--- config.mk ---
export PLATFORM = sky130hd
export DESIGN_NAME = tape_player
export DESIGN_NICKNAME = d
export VERILOG_FILES = /design/src/rtl/tape_pkg.sv /design/src/rtl/tape_bit_enc.sv /design/src/rtl/tape_player.sv
export SDC_FILE = /design/constraint.sdc
export NUM_CORES = 1
export LEC_CHECK = 0
export CAP_MARGIN = 25
export CELL_PAD_IN_SITES_DETAIL_PLACEMENT = 0
export CELL_PAD_IN_SITES_GLOBAL_PLACEMENT = 1
export CORE_MARGIN = 2
export CORE_UTILIZATION = 43
export DETAILED_ROUTE_END_ITERATION = 10
export GPL_TIMING_DRIVEN = 1
export PLACE_DENSITY = 0.88
export SLEW_MARGIN = 20
export SYNTH_ARGS = -nofsm -noshare
export SYNTH_HDL_FRONTEND = slang
export SYNTH_SLANG_ARGS = --single-unit
--- constraint.sdc ---
create_clock -name i_clk -period 4.03 [get_ports i_clk]
set_input_delay 0.403 -clock i_clk [delete_from_list [all_inputs] [get_ports i_clk]]
set_output_delay 0.403 -clock i_clk [all_outputs]
set_load 0.05 [all_outputs]
--- src/rtl/tape_pkg.sv ---
// Shared types and constants for the cassette playback engine.
// Holds the FSM state enum, the half-bit count per byte and the default sync byte.
package tape_pkg;

    typedef enum logic [2:0] {
        ST_IDLE,
        ST_LEADER,
        ST_SYNC,
        ST_DATA,
        ST_FINISH
    } tape_state_t;

    localparam int         HALF_BITS_PER_BYTE = 16;
    localparam logic [7:0] SYNC_BYTE_DEF      = 8'hE6;

endpackage

--- src/rtl/tape_bit_enc.sv ---
// Manchester bit encoder: shift register, half-bit timer and output level.
// Ports: i_load/i_byte (start a fresh byte), i_ce (tick), i_freeze (hold timing),
//        o_byte_done (final tick of the last half-bit), o_tape (line level).
module tape_bit_enc
    import tape_pkg::*;
#(
    parameter logic [15:0] HALF_BIT_CYCLES = 16'd13000
) (
    input  logic       i_clk,
    input  logic       i_reset_n,
    input  logic       i_load,
    input  logic [7:0] i_byte,
    input  logic       i_ce,
    input  logic       i_freeze,
    output logic       o_byte_done,
    output logic       o_tape
);

    localparam logic [15:0] CNT_LAST = HALF_BIT_CYCLES - 16'd1;
    localparam logic [3:0]  HB_LAST  = 4'(HALF_BITS_PER_BYTE - 1);

    logic [7:0]  r_sh;
    logic [3:0]  r_hb;
    logic [15:0] r_cnt;
    logic        w_half_end;

    assign w_half_end  = i_ce && (r_cnt == CNT_LAST);
    assign o_byte_done = w_half_end && (r_hb == HB_LAST);
    // Even half-bit carries the inverted bit, odd half-bit the true bit.
    assign o_tape      = r_hb[0] ? r_sh[7] : ~r_sh[7];

    always_ff @(posedge i_clk) begin
        if (!i_reset_n) begin
            r_sh  <= '0;
            r_hb  <= '0;
            r_cnt <= '0;
        end else if (i_load) begin
            r_sh  <= i_byte;
            r_hb  <= '0;
            r_cnt <= '0;
        end else if (i_ce && !i_freeze) begin
            if (w_half_end) begin
                r_cnt <= '0;
                r_hb  <= r_hb + 4'd1;
                // Next bit comes up once both halves of the current one are out.
                if (r_hb[0]) begin
                    r_sh <= {r_sh[6:0], 1'b0};
                end
            end else begin
                r_cnt <= r_cnt + 16'd1;
            end
        end
    end

endmodule

--- src/rtl/tape_player.sv ---
// Cassette playback: streams leader, sync byte and an SDRAM image as Manchester.
// Ports: i_start/i_stop control, i_base/i_length image, o_rd_* / i_rd_* byte fetch,
//        o_tape_out line, o_busy/o_done/o_underrun status. TAPE_PAUSE_EN adds i_pause.
module tape_player
    import tape_pkg::*;
#(
    parameter logic [15:0] HALF_BIT_CYCLES = 16'd13000,
    parameter int          LEADER_BYTES    = 256,
    parameter logic [7:0]  SYNC_BYTE       = SYNC_BYTE_DEF
) (
    input  logic        i_clk,
    input  logic        i_reset_n,
    input  logic        i_ce,
    input  logic        i_start,
    input  logic        i_stop,
`ifdef TAPE_PAUSE_EN
    input  logic        i_pause,
`endif
    input  logic [24:0] i_base,
    input  logic [24:0] i_length,
    output logic        o_rd_req,
    output logic [24:0] o_rd_addr,
    input  logic [7:0]  i_rd_data,
    input  logic        i_rd_ack,
    output logic        o_tape_out,
    output logic        o_busy,
    output logic        o_done,
    output logic        o_underrun
);

    localparam logic [15:0] LB_LAST = 16'(LEADER_BYTES - 1);

    tape_state_t r_state, w_next;

    logic [24:0] r_base, r_len, r_fidx, r_rem, r_rd_addr;
    logic [15:0] r_lcnt;
    logic [7:0]  r_buf, w_byte, w_dbyte;
    logic        r_buf_v, r_stall, r_rd_req, r_underrun;
    logic        w_ce, w_bd, w_ack, w_avail, w_go, w_load;
    logic        w_take, w_stall_set, w_freeze, w_active, w_enc_tape;

`ifdef TAPE_PAUSE_EN
    assign w_ce = i_ce && !i_pause;
`else
    assign w_ce = i_ce;
`endif

    assign w_ack    = i_rd_ack && r_rd_req;
    assign w_avail  = r_buf_v || w_ack;
    assign w_dbyte  = r_buf_v ? r_buf : i_rd_data;
    assign w_freeze = r_stall || w_stall_set;

    tape_bit_enc #(
        .HALF_BIT_CYCLES(HALF_BIT_CYCLES)
    ) u_enc (
        .i_clk      (i_clk),
        .i_reset_n  (i_reset_n),
        .i_load     (w_load),
        .i_byte     (w_byte),
        .i_ce       (w_ce),
        .i_freeze   (w_freeze),
        .o_byte_done(w_bd),
        .o_tape     (w_enc_tape)
    );

    always_comb begin
        w_next      = r_state;
        w_go        = 1'b0;
        w_load      = 1'b0;
        w_byte      = 8'h00;
        w_take      = 1'b0;
        w_stall_set = 1'b0;
        unique case (r_state)
            ST_IDLE: begin
                if (i_start) begin
                    w_go   = 1'b1;
                    w_load = 1'b1;
                    if (LEADER_BYTES == 0) begin
                        w_byte = SYNC_BYTE;
                        w_next = ST_SYNC;
                    end else begin
                        w_next = ST_LEADER;
                    end
                end
            end
            ST_LEADER: begin
                if (w_bd) begin
                    w_load = 1'b1;
                    if (r_lcnt == LB_LAST) begin
                        w_byte = SYNC_BYTE;
                        w_next = ST_SYNC;
                    end
                end
            end
            ST_SYNC, ST_DATA: begin
                if (r_stall) begin
                    // Stalled: the late byte goes straight into the shifter.
                    if (w_ack) begin
                        w_load = 1'b1;
                        w_byte = i_rd_data;
                        w_take = 1'b1;
                    end
                end else if (w_bd) begin
                    if (r_rem == '0) begin
                        w_next = ST_FINISH;
                    end else begin
                        w_next = ST_DATA;
                        if (w_avail) begin
                            w_load = 1'b1;
                            w_byte = w_dbyte;
                            w_take = 1'b1;
                        end else begin
                            w_stall_set = 1'b1;
                        end
                    end
                end
            end
            ST_FINISH: w_next = ST_IDLE;
            default:   w_next = ST_IDLE;
        endcase
        if (i_stop) begin
            w_next      = ST_IDLE;
            w_go        = 1'b0;
            w_load      = 1'b0;
            w_take      = 1'b0;
            w_stall_set = 1'b0;
        end
    end

    always_ff @(posedge i_clk) begin
        if (!i_reset_n) begin
            r_state <= ST_IDLE;
        end else begin
            r_state <= w_next;
        end
    end

    always_ff @(posedge i_clk) begin
        if (!i_reset_n) begin
            r_base     <= '0;
            r_len      <= '0;
            r_fidx     <= '0;
            r_rem      <= '0;
            r_lcnt     <= '0;
            r_buf      <= '0;
            r_buf_v    <= 1'b0;
            r_stall    <= 1'b0;
            r_rd_req   <= 1'b0;
            r_rd_addr  <= '0;
            r_underrun <= 1'b0;
        end else begin
            if (w_ack) begin
                r_buf    <= i_rd_data;
                r_buf_v  <= 1'b1;
                r_rd_req <= 1'b0;
            end
            if (w_take) begin
                r_buf_v <= 1'b0;
                r_rem   <= r_rem - 25'd1;
                // One fetch in flight at a time; the next one follows each load.
                if (r_fidx != r_len) begin
                    r_rd_req  <= 1'b1;
                    r_rd_addr <= r_base + r_fidx;
                    r_fidx    <= r_fidx + 25'd1;
                end
            end
            if (r_state == ST_LEADER && w_bd) begin
                r_lcnt <= r_lcnt + 16'd1;
            end
            if (w_stall_set) begin
                r_underrun <= 1'b1;
            end
            if (w_go || i_stop) begin
                r_stall <= 1'b0;
            end else if (w_stall_set) begin
                r_stall <= 1'b1;
            end else if (w_take) begin
                r_stall <= 1'b0;
            end
            if (w_go) begin
                r_base     <= i_base;
                r_len      <= i_length;
                r_rem      <= i_length;
                r_lcnt     <= '0;
                r_buf_v    <= 1'b0;
                r_underrun <= 1'b0;
                r_rd_req   <= (i_length != '0);
                r_rd_addr  <= i_base;
                r_fidx     <= {24'd0, (i_length != '0)};
            end
            if (i_stop) begin
                r_rd_req <= 1'b0;
            end
        end
    end

    assign w_active   = (r_state == ST_LEADER) || (r_state == ST_SYNC) ||
                        (r_state == ST_DATA);
    assign o_tape_out = w_active && w_enc_tape;
    assign o_busy     = w_active;
    assign o_done     = (r_state == ST_FINISH);
    assign o_rd_req   = r_rd_req;
    assign o_rd_addr  = r_rd_addr;
    assign o_underrun = r_underrun;

endmodule

* Yosys cells after proc, flatten, opt, wreduce, memory -nomap -nowiden
Cells that the tools add are included.
Word-level totals: bits in registers 184, word-level logic and storage cells 124, output and inout bits 30
Operators by class: equality and inequality tests 13, multiplexer cells 55, add/subtract/negate cells 6, reductions and logical operators 32, bitwise gates (word level) 2
Operators by type and width (count):
- 25-bit two-way mux | 5
- 8-bit two-way mux | 12
- 16-bit by 1-bit adder with 16-bit output, second input constant | 2
- 1-bit two-way mux | 28
- 25-bit by 1-bit adder with 25-bit output, second input constant | 1
- 25-bit adder | 1
- 25-bit zero test | 1
- 25-bit != test | 1
- 25-bit nonzero test | 1
- 25-bit by 1-bit subtractor with 25-bit output, second input constant | 1
- 3-bit two-way mux | 6
- 16-bit by 14-bit == test with 1-bit output, second input constant | 1
- 16-bit by 8-bit == test with 1-bit output, second input constant | 1
- 16-bit two-way mux | 1
- 8-bit case mux with 2 select lines | 1
- 2-bit nonzero test | 6
- 2-bit != test, second input constant | 5
- 2-bit OR reduction | 5
- 3-bit case mux with 3 select lines | 1
- 3-bit by 2-bit == test with 1-bit output, second input constant | 2
- 1-bit logical AND | 6
- 2-bit AND reduction | 3
- 1-bit logical OR | 5
- 5-bit AND reduction | 1
- other kinds (10) | 11

* Depth between registers and ports, before layout
Gate-level depths: netlist of the first run.
word-level depth 13, mapped depth 13, gate-level depth less buffers 11

* Modules after synthesis
From an unflattened synthesis of the first run, not the netlist that was laid out.
Unflattened totals: cells, all modules 1169, area, all modules 9456.6 um2
Modules (own cells, without submodules):
- tape_player | area each 8066.5 um2, cells an instance 1006, instances 1
- tape_bit_enc | area each 1390.1 um2, cells an instance 163, instances 1

* Worst setup path before layout of the first run
OpenSTA, ideal clock, no wires.
path kind reg-to-reg, from reg u_enc.r_cnt[0], to reg u_enc.r_cnt[10], data required time 3.913 ns, setup slack 0.849 ns, setup time 0.117 ns, path buffers 2, arrival time 3.063 ns, cell stages (with the launch flop) 12, cell sequence dfxtp_1 > ha_1 > or4bb_1 > nor3_2 > nand2_2 > o41ai_2 > a211oi_1 > o31ai_1 > or2_1 > buf_2 > buf_2 > nor2_1
On the way: longest elaborated chain between the ends 10, elaborated cells on any way between the ends 18
Ends and longest elaborated chain:
- start, declared | RTL line tape_bit_enc.sv:24 | logic [15:0] r_cnt;
- start signal, assigned | RTL line tape_bit_enc.sv:50 | r_cnt <= r_cnt + 16'd1;
- 16-bit by 14-bit == test with 1-bit output | RTL line tape_bit_enc.sv:27 | assign w_half_end = i_ce && (r_cnt == CNT_LAST);
- 1-bit logical AND | RTL line tape_bit_enc.sv:27
- 1-bit logical AND | RTL line tape_bit_enc.sv:28 | assign o_byte_done = w_half_end && (r_hb == HB_LAST);
- 1-bit two-way mux | RTL line tape_player.sv:103 | end else if (w_bd) begin
- 1-bit two-way mux | RTL line tape_player.sv:96 | if (r_stall) begin
- 1-bit two-way mux | RTL line tape_player.sv:73 | unique case (r_state)
- 1-bit two-way mux | RTL line tape_player.sv:121 | if (i_stop) begin
- 1-bit logical OR | RTL line tape_player.sv:51 | assign w_freeze = r_stall || w_stall_set;
- 1-bit zero test | RTL line tape_bit_enc.sv:41 | end else if (i_ce && !i_freeze) begin
- 1-bit logical AND | RTL line tape_bit_enc.sv:41
Parallel ways exist; a longest one is shown, timed or not. A chain may end at the register's enable or synchronous reset.

* Final worst setup path of the first run
from reg u_enc.r_cnt[0], to reg r_fidx[20]
On the way: longest elaborated chain between the ends 8
Ends and longest elaborated chain:
- 16-bit by 14-bit == test with 1-bit output | RTL line tape_bit_enc.sv:27
- 1-bit logical AND | RTL line tape_bit_enc.sv:27
- 1-bit logical AND | RTL line tape_bit_enc.sv:28
- 1-bit two-way mux | RTL line tape_player.sv:103
- 1-bit two-way mux | RTL line tape_player.sv:96
- 1-bit two-way mux | RTL line tape_player.sv:73
- 1-bit two-way mux | RTL line tape_player.sv:121
- 2-bit AND reduction (no source line)
- end signal, assigned | RTL line tape_player.sv:164 | r_fidx <= r_fidx + 25'd1;
- end signal, assigned | RTL line tape_player.sv:189 | r_fidx <= {24'd0, (i_length != '0)};
- end, declared | RTL line tape_player.sv:35 | logic [24:0] r_base, r_len, r_fidx, r_rem, r_rd_addr;
Every way passes these cells.

==> results.json, run 1 <==
{
  "gp_congestion": 0.8621,
  "ctsResizeCount": 0,
  "maxCapViolCount": 0,
  "num_antenna_cells": 0,
  "crit_chain": "ha_1 -> or4bb_1 -> nor3_2 -> nand2_2 -> o41a_1 -> nor3_4 -> nand4_1 -> or4_1 -> nand2_1",
  "initial_core_util_pct": 43.90,
  "whs_ns": 0.4553,
  "synth_top_area_share_pct": 38.33,
  "regArea_um2": 3684,
  "final_area_um2": 11510,
  "max_slew.worst_pin.slew_ns": 0.5916,
  "cts_buffers": 17,
  "syn_area_per_cell_um2": 7.826,
  "finalClockSkew_ns": 0.01201,
  "crit_fanout": 12,
  "grt_setup_unrepaired": "no",
  "setup_tns_ns": 0,
  "clockRootBuffer": "clkbuf_16",
  "synth_area_leaders": "dfxtp_1 38%, a21oi_1 7.7%, nand2_1 7.5%",
  "firstDrtPassIters": 7,
  "ir_worst_vdd_v": 0.0002239,
  "dr_total_vias": 8812,
  "whs_path_depth": 2,
  "antenna_left": 0,
  "setup.worst_path.end_class": "register",
  "netlist_instances": 1228,
  "routedWlPerCell_um": 15.59,
  "cts_setup_buffers": 0,
  "cp-start-kind": "register",
  "io_pins": 94,
  "clk_path_buf_depth": 2,
  "grt-ovfl-total": 0,
  "dieArea_um2": 23560,
  "yosysWarnings": 0,
  "ff2ff_path_depth": 9,
  "postLayoutSetupSlackWorst_ns": 0.4985,
  "clk_latency_ns": 0.43,
  "fin_crit_sh_pct": 87.63,
  "min_period_ns": 3.531,
  "grt_pass1_vias": 8091,
  "area_delta_synth_final_pct": 19.74,
  "max_stage_delay_ns": 0.63,
  "finalSetupViolations": 0,
  "post-place-cells": 1567,
  "fp-row-count": 54,
  "critPathArrivalTime_ns": 3.90,
  "syn-cell-area_um2": 9610,
  "path_buf_inv": 0,
  "core-area_um2": 21890,
  "max_clock_freq_mhz": 283.2,
  "relSlewSlack_pct": 60.20,
  "ys_top_cells_by_count": "192 x nand2_1, 184 x dfxtp_1, 148 x a21oi_1",
  "drv_slew": 0,
  "yosysSeqAreaShare_pct": 38.33,
  "dp.final_hpwl_um": 18100,
  "path_depth": 9,
  "synth_ff_type": "dfxtp_1",
  "grt_max_degree": 102,
  "cts_tree": "done",
  "synth-edff-count": 0,
  "synth_nets": 1322,
  "io_buffers": 93,
  "clock_tree.htree_level_count": 4,
  "finalNonFillerCells": 1600,
  "synth_cell_types": 65,
  "die_h_um": 153.5,
  "wl_um": 24950,
  "reg2reg_slack_ns": 0.50,
  "holdBufCountCts": 0,
  "multi_input_area_um2": 5622,
  "grt_pass1_wl_um": 41170,
  "dp_slack_ns": 0.3114,
  "synth_most_common_cell": "nand2_1",
  "slowest_stage": "o41a_1",
  "synth_largest_area_cell": "dfxtp_1",
  "hold_viol": 0,
  "cp_top_family": "simple AND/OR/NAND/NOR gates",
  "async_flop_share_pct": 0,
  "fin_total_pwr_mw": 4.268,
  "layout.nets": 1401,
  "drtIter0Drc": 626,
  "p_per_area_nw_per_um2": 370.9,
  "ys_seq_elements": 184,
  "utilization_pct": 52.57,
  "required_ns": 4.40,
  "fp.dieW_um": 153.5,
  "cts_sinks": 184,
  "status": "finished clean",
  "drive_above_1_share_pct": 6.136,
  "nFillCells": 2099,
  "path_clk_slew_ns": 0.07,
  "placed_area_um2": 10850,
  "remaining_drc_errors": 0,
  "antenna_found_initial": 0,
  "track_usage_pct": 21.07,
  "p_leak_nw": 4.310,
  "hold_path.class": "register to register",
  "vias_per_cell": 5.508,
  "critPathKind": "register to register"
}
-- cells in the final DEF, fill, tap and decap left out, types with 8 or more instances in the layout --
cell type / count
a211oi_1: 9
a21o_1: 11
a21oi_1: 148
a31oi_1: 18
and3_1: 13
buf_4: 25
clkbuf_16: 17
clkdlybuf4s50_1: 93
dfxtp_1: 184
ha_1: 29
inv_1: 18
mux2_2: 9
mux2i_1: 15
nand2_1: 191
nand2b_1: 8
nand3_1: 35
nand4_1: 21
nor2_1: 137
nor2b_1: 9
nor3_1: 21
nor4_1: 24
o211ai_1: 13
o21a_1: 11
o21ai_0: 65
or3_1: 19
or4_1: 9
xnor2_1: 41
xor2_1: 40
-- path summary, 6_finish.rpt --
path,startpoint,to
worst max-delay path,u_enc.r_cnt[0],r_fidx[20]
worst min-delay path,r_buf[6],r_buf[6]
worst max register to register,u_enc.r_cnt[0],r_fidx[20]
worst min register to register,r_buf[6],r_buf[6]
-- metal layers --
| layer | vias up | wire, um | GRT usage (%) |
|---|---|---|---|
| met1 | 4072 | 12160 | 29.98 |
| met3 | 22 | 1254 | 3.608 |
| met5 | - | 0 | 0 |
| met2 | 208 | 11200 | 33.10 |
| li1 | 4510 | - | - |
| met4 | 0 | 336 | 5.679 |
-- layout make-up --
class	instances	area share [%]
Clock buffer	20	3.882
Clock inverter	12	1.631
Inverter	19	0.6198
Multi-Input combinational cell	966	48.85
Sequential cell	184	32.01
Tap cell	280	3.044
Timing Repair Buffer	119	9.960
-- logic make-up (layout without fill, tap and decap cells) --
group           count (synthesis)  count (layout)  share of synthesized area, %
simple gates                  520             520                         25.32
mux                            24              24                         2.617
buf+inv                        78             170                         3.216
compound gates                311             311                         19.15
flops                         184             184                         38.33
fa+ha+maj                      30              30                         3.984
xor+xnor                       81              81                         7.382
-- where the power goes --
group / leakage [nW] / internal, mW / switching, mW
Combinational: 2.51 / 0.218 / 0.315
Sequential: 1.50 / 1.88 / 0.0476
Clock: 0.302 / 1.07 / 0.741
Total: 4.31 / 3.16 / 1.10
-- sequential cells by signal (all words and copies together) (netlist names) --
| register | count |
|---|---|
| r_stall | 1 |
| r_fidx | 25 |
| u_enc.r_cnt | 16 |
| r_lcnt | 16 |
| o_rd_addr | 25 |
| u_enc.r_sh | 8 |
| r_rem | 25 |
| r_buf | 8 |
| r_buf_v | 1 |
| u_enc.r_hb | 4 |
| o_rd_req | 1 |
| r_base | 25 |
| r_len | 25 |
| o_underrun | 1 |
| r_state | 3 |
-- worst reg2reg max path: stages, from the launching register on --
cell	delay (ns)
dfxtp_1	0.40
ha_1	0.24
or4bb_1	0.51
nor3_2	0.20
nand2_2	0.17
o41a_1	0.63
nor3_4	0.31
nand4_1	0.36
or4_1	0.57
nand2_1	0.07
No activity file was read; power rests on OpenSTA's default activity.
==> run 2, diff against run 1 <==
- CAP_MARGIN: 25 -> not set
- CORE_MARGIN: 2 -> 5
==> results.json, run 2 (synthesis gave the netlist of run 1 again) <==
{
  "multi_input_area_um2": 5622,
  "core-area_um2": 21890,
  "setup_tns_ns": 0,
  "cp-start-kind": "register",
  "post-place-cells": 1562,
  "ir_worst_vdd_v": 0.0002811,
  "max_slew.worst_pin.slew_ns": 1.116,
  "gp_congestion": 0.8897,
  "antenna_found_initial": 0,
  "remaining_drc_errors": 0,
  "hold_viol": 0,
  "grt_setup_unrepaired": "no",
  "postLayoutSetupSlackWorst_ns": 0.4556,
  "layout.nets": 1395,
  "fin_total_pwr_mw": 4.224,
  "clk_path_buf_depth": 2,
  "grt_pass1_wl_um": 40650,
  "drive_above_1_share_pct": 5.860,
  "dp_slack_ns": 0.3337,
  "min_period_ns": 3.574,
  "nFillCells": 2164,
  "regArea_um2": 3684,
  "routedWlPerCell_um": 15.48,
  "critPathKind": "register to register",
  "clockRootBuffer": "clkbuf_16",
  "cts_tree": "done",
  "max_clock_freq_mhz": 279.8,
  "p_leak_nw": 4.279,
  "clk_latency_ns": 0.44,
  "crit_fanout": 11,
  "dieArea_um2": 25440,
  "antenna_left": 0,
  "firstDrtPassIters": 5,
  "maxCapViolCount": 0,
  "grt-ovfl-total": 0,
  "die_h_um": 159.5,
  "fp-row-count": 54,
  "layout_common_cells": "191 x nand2_1, 184 x dfxtp_1, 148 x a21oi_1",
  "drtIter0Drc": 548,
  "holdBufCountCts": 0,
  "reg2reg_slack_ns": 0.46,
  "dr_total_vias": 8807,
  "setup.worst_path.end_class": "register",
  "critPathArrivalTime_ns": 3.86,
  "vias_per_cell": 5.525,
  "dp.final_hpwl_um": 18020,
  "required_ns": 4.31,
  "drv_slew": 0,
  "wl_um": 24670,
  "io_buffers": 93,
  "status": "finished clean",
  "finalNonFillerCells": 1594,
  "grt_pass1_vias": 7960,
  "finalClockSkew_ns": 0.01445,
  "cts_setup_buffers": 0,
  "clock_tree.htree_level_count": 4,
  "cts_buffers": 17,
  "cts_sinks": 184,
  "layout_commonest_cell": "nand2_1",
  "area_delta_synth_final_pct": 19.15,
  "initial_core_util_pct": 43.90,
  "finalSetupViolations": 0,
  "ctsResizeCount": 0,
  "track_usage_pct": 18.89,
  "fin_crit_sh_pct": 88.69,
  "whs_ns": 0.4566,
  "fp.dieW_um": 159.5,
  "io_pins": 94,
  "p_per_area_nw_per_um2": 368.8,
  "grt_max_degree": 102,
  "path_clk_slew_ns": 0.07,
  "num_antenna_cells": 0,
  "hold_path.class": "register to register",
  "relSlewSlack_pct": 25.63
}
[run 2: metrics by stage]
stage	util (%)	area [um^2]
after floorplan	-	9610
after global placement	49.43	10820
after detailed placement	49.43	10820
after CTS	52.31	11450
after global routing	52.31	11450
final	52.31	11450
[run 2: area by class of cell]
class,count,share of cell area (%)
clock buffers,20,4.076
clock inverters,12,1.431
inverters,19,0.6228
multi-input cells,966,49.09
flip-flops and latches,184,32.17
well taps,280,3.059
repair buffers,113,9.550
[run 2: path summary, 6_finish.rpt]
path | start | to | cells after the start
min reg2reg | r_buf[2] | r_buf[2] | 2
max reg2reg | r_rem[13] | u_enc.r_sh[7] | 8
max | r_rem[13] | u_enc.r_sh[7] | 8
min | r_buf[2] | r_buf[2] | 2
[run 2: worst max-delay path, cell delays in order, from the launching register on]
cell,delay [ns]
dfxtp_1,0.36
or4_1,0.58
nor4b_1,0.49
or4b_1,0.69
a211oi_4,0.38
nand2_1,0.33
mux2_2,0.36
o21ai_0,0.14
a31oi_1,0.08
[run 2: report_power, final]
group          leakage [nW]  switching [mW]  internal [mW]  total, mW
Combinational          2.48           0.308          0.210      0.517
Sequential             1.50          0.0472           1.88       1.93
Clock                 0.301           0.744           1.03       1.78
Total                  4.28            1.10           3.12       4.22
[run 2: layer usage]
| layer | track usage (%) | up-vias | share of wire, % | wire (um) |
|---|---|---|---|---|
| met5 | 0 | - | 0 | 0 |
| met4 | 4.924 | 0 | 1.3 | 319 |
| met3 | 2.951 | 20 | 4.9 | 1207 |
| met2 | 29.77 | 202 | 46 | 11290 |
| met1 | 27.01 | 4072 | 48 | 11860 |
| li1 | - | 4513 | - | - |
==> run 3, diff against run 2 <==
- PLACE_DENSITY: 0.88 -> 0.87
- SETUP_SLACK_MARGIN: not set -> 0.02
- SYNTH_HIERARCHICAL: not set -> 1
==> results.json, run 3 <==
{
  "syn-cell-area_um2": 9457,
  "cts_buffers": 17,
  "worstHoldStart": "r_base[20]",
  "critPathArrivalTime_ns": 4.06,
  "finalSetupViolations": 0,
  "io_pins": 94,
  "layout_commonest_cell": "nand2_1",
  "area_delta_synth_final_pct": 20.68,
  "clk_path_buf_depth": 2,
  "synth_largest_area_cell": "dfxtp_1",
  "layout_common_cells": "196 x nand2_1, 184 x dfxtp_1, 143 x a21oi_1",
  "drtIter0Drc": 529,
  "cts_setup_buffers": 0,
  "nFillCells": 2090,
  "track_usage_pct": 19.87,
  "hold_viol": 0,
  "reg2reg_slack_ns": 0.33,
  "seq_power_share_pct": 44.0,
  "path_clk_slew_ns": 0.07,
  "holdPathEnd": "r_base[20]",
  "internal_power_mw": 3.318,
  "setup.worst_path.end_class": "register",
  "grt_pass1_vias": 8066,
  "num_antenna_cells": 0,
  "cp-start-kind": "register",
  "routedWlPerCell_um": 16.29,
  "layout.nets": 1341,
  "yosysWarnings": 6,
  "required_ns": 4.39,
  "clockPowerShare_pct": 44.9,
  "core-area_um2": 21760,
  "ir_worst_vdd_v": 0.0002716,
  "hold_path.class": "register to register",
  "p_per_area_nw_per_um2": 382.5,
  "grt_setup_unrepaired": "no",
  "fp.dieW_um": 158.3,
  "whs_ns": 0.4607,
  "max_clock_freq_mhz": 270.4,
  "remaining_drc_errors": 0,
  "ff2ff_path_depth": 10,
  "grt_pass1_wl_um": 40480,
  "drive_above_1_share_pct": 7.540,
  "holdBufCountCts": 0,
  "antenna_left": 0,
  "grt_max_degree": 55,
  "dp.final_hpwl_um": 18050,
  "postLayoutSetupSlackWorst_ns": 0.3319,
  "whs_path_depth": 2,
  "async_flop_share_pct": 0,
  "netlist_instances": 1169,
  "setup_tns_ns": 0,
  "ctsResizeCount": 0,
  "clockRootBuffer": "clkbuf_16",
  "min_period_ns": 3.698,
  "fin_crit_sh_pct": 91.76,
  "synth_ff_type": "dfxtp_1",
  "r2r-end": "u_enc/r_cnt[14]",
  "dp_slack_ns": 0.2085,
  "clk_latency_ns": 0.43,
  "p_leak_nw": 4.319,
  "relSlewSlack_pct": 40.42,
  "max_slew.worst_pin.slew_ns": 0.8909,
  "initial_core_util_pct": 43.47,
  "synth_top_area_share_pct": 38.95,
  "synth_most_common_cell": "nand2_1",
  "synth-edff-count": 0,
  "cts_tree": "done",
  "switchingPower_mw": 1.047,
  "dieArea_um2": 25060,
  "pwr-share-comb_pct": 11.0,
  "yosysSeqAreaShare_pct": 38.95,
  "fp-row-count": 54,
  "vias_per_cell": 5.591,
  "critPathKind": "register to register",
  "status": "finished clean",
  "io_buffers": 93,
  "syn_area_per_cell_um2": 8.089,
  "finalClockSkew_ns": 0.01287,
  "grt-ovfl-total": 0,
  "dr_total_vias": 8610,
  "wl_um": 25090,
  "synth_cell_types": 75,
  "p_sw_share_pct": 24.00,
  "clock_tree.htree_level_count": 4,
  "ys_top_cells_by_count": "196 x nand2_1, 184 x dfxtp_1, 143 x a21oi_1",
  "r2r-start": "r_rem[16]",
  "antenna_found_initial": 0,
  "drv_slew": 0,
  "synth_area_leaders": "dfxtp_1 39%, nand2_1 7.8%, a21oi_1 7.6%",
  "synth_nets": 1263,
  "maxCapViolCount": 0,
  "die_h_um": 158.3,
  "gp_congestion": 0.8606,
  "crit_fanout": 7,
  "ys_seq_elements": 184,
  "firstDrtPassIters": 6,
  "cts_sinks": 184
}
run 3: worst max-delay path by stage:
| stage | from | to | slack (ns) | cells after the start |
|---|---|---|---|---|
| 6_report | r_rem[16] | u_enc/r_cnt[14] | 0.33 | 10 |
| 5_1_grt | u_enc/r_cnt[4] | r_fidx[8] | 0.12 | 12 |
| 4_1_cts | r_rem[16] | u_enc/r_hb[2] | 0.23 | 10 |
| 3_5_place_dp | i_ce | u_enc/r_cnt[2] | 0.21 | 14 |
| 3_3_place_gp | r_rem[16] | u_enc/r_hb[2] | 0.28 | 10 |
| 2_1_floorplan | u_enc/r_cnt[4] | r_rem[21] | 0.65 | 13 |
run 3: power groups by stage:
stage          Clock [mW]  Combinational (mW)  Sequential (mW)
6_report             1.96               0.482             1.92
5_1_grt              2.06               0.525             1.93
4_1_cts              1.99               0.481             1.92
3_5_place_dp            0               0.478             1.96
3_3_place_gp            0               0.473             1.96
2_1_floorplan           0               0.248             2.00
run 3: layout make-up:
cell class | count | area [um^2] | area share, %
multi-input combinational | 914 | 5503 | 48.22
sequential | 184 | 3684 | 32.28
timing repair buffer | 117 | 1136 | 9.955
clock buffer | 20 | 446.7 | 3.914
tap | 280 | 350.3 | 3.070
clock inverter | 12 | 244.0 | 2.138
inverter | 13 | 48.80 | 0.4276
run 3: worst max-delay path, cell delays in order, from the launching register on:
cell and delay, ns:
dfxtp_1 0.36, or4_4 0.58, nand2b_4 0.19, or4_1 0.69
nand3_1 0.20, nor4_1 0.08, or2_2 0.36, and4b_1 0.32
nand3_1 0.19, or4_1 0.52, a21oi_1 0.15
run 3: metrics by stage:
stage               cell area (um^2)  power, mW  utilization [%]  instances
finish                         11410      4.365            52.46       1540
floorplan                       9457      2.247                -       1169
global route                   11410      4.516            52.46       1540
detailed placement             10710      2.440            49.25       1508
CTS                            11400      4.391            52.42       1540
global placement               10710      2.434            49.25       1508
run 3: kinds of logic after synthesis:
family | synth area share (%)
adders and majority gates | 4.049
buffers and inverters | 3.096
DFF | 38.95
xor gates and xnor gates | 8.706
and+or+nand+nor | 24.61
AOI/OAI and AO/OA | 18.33
muxes | 2.263
run 3: per-layer routing:
metal / part of all wire, % / up-vias / wire length, um / track usage (%)
li1: - / 4295 / - / -
met3: 5.0 / 25 / 1265 / 3.561
met4: 1.2 / 0 / 301 / 4.509
met1: 48 / 4049 / 12030 / 27.59
met5: 0 / - / 0 / 0
met2: 46 / 241 / 11500 / 32.41
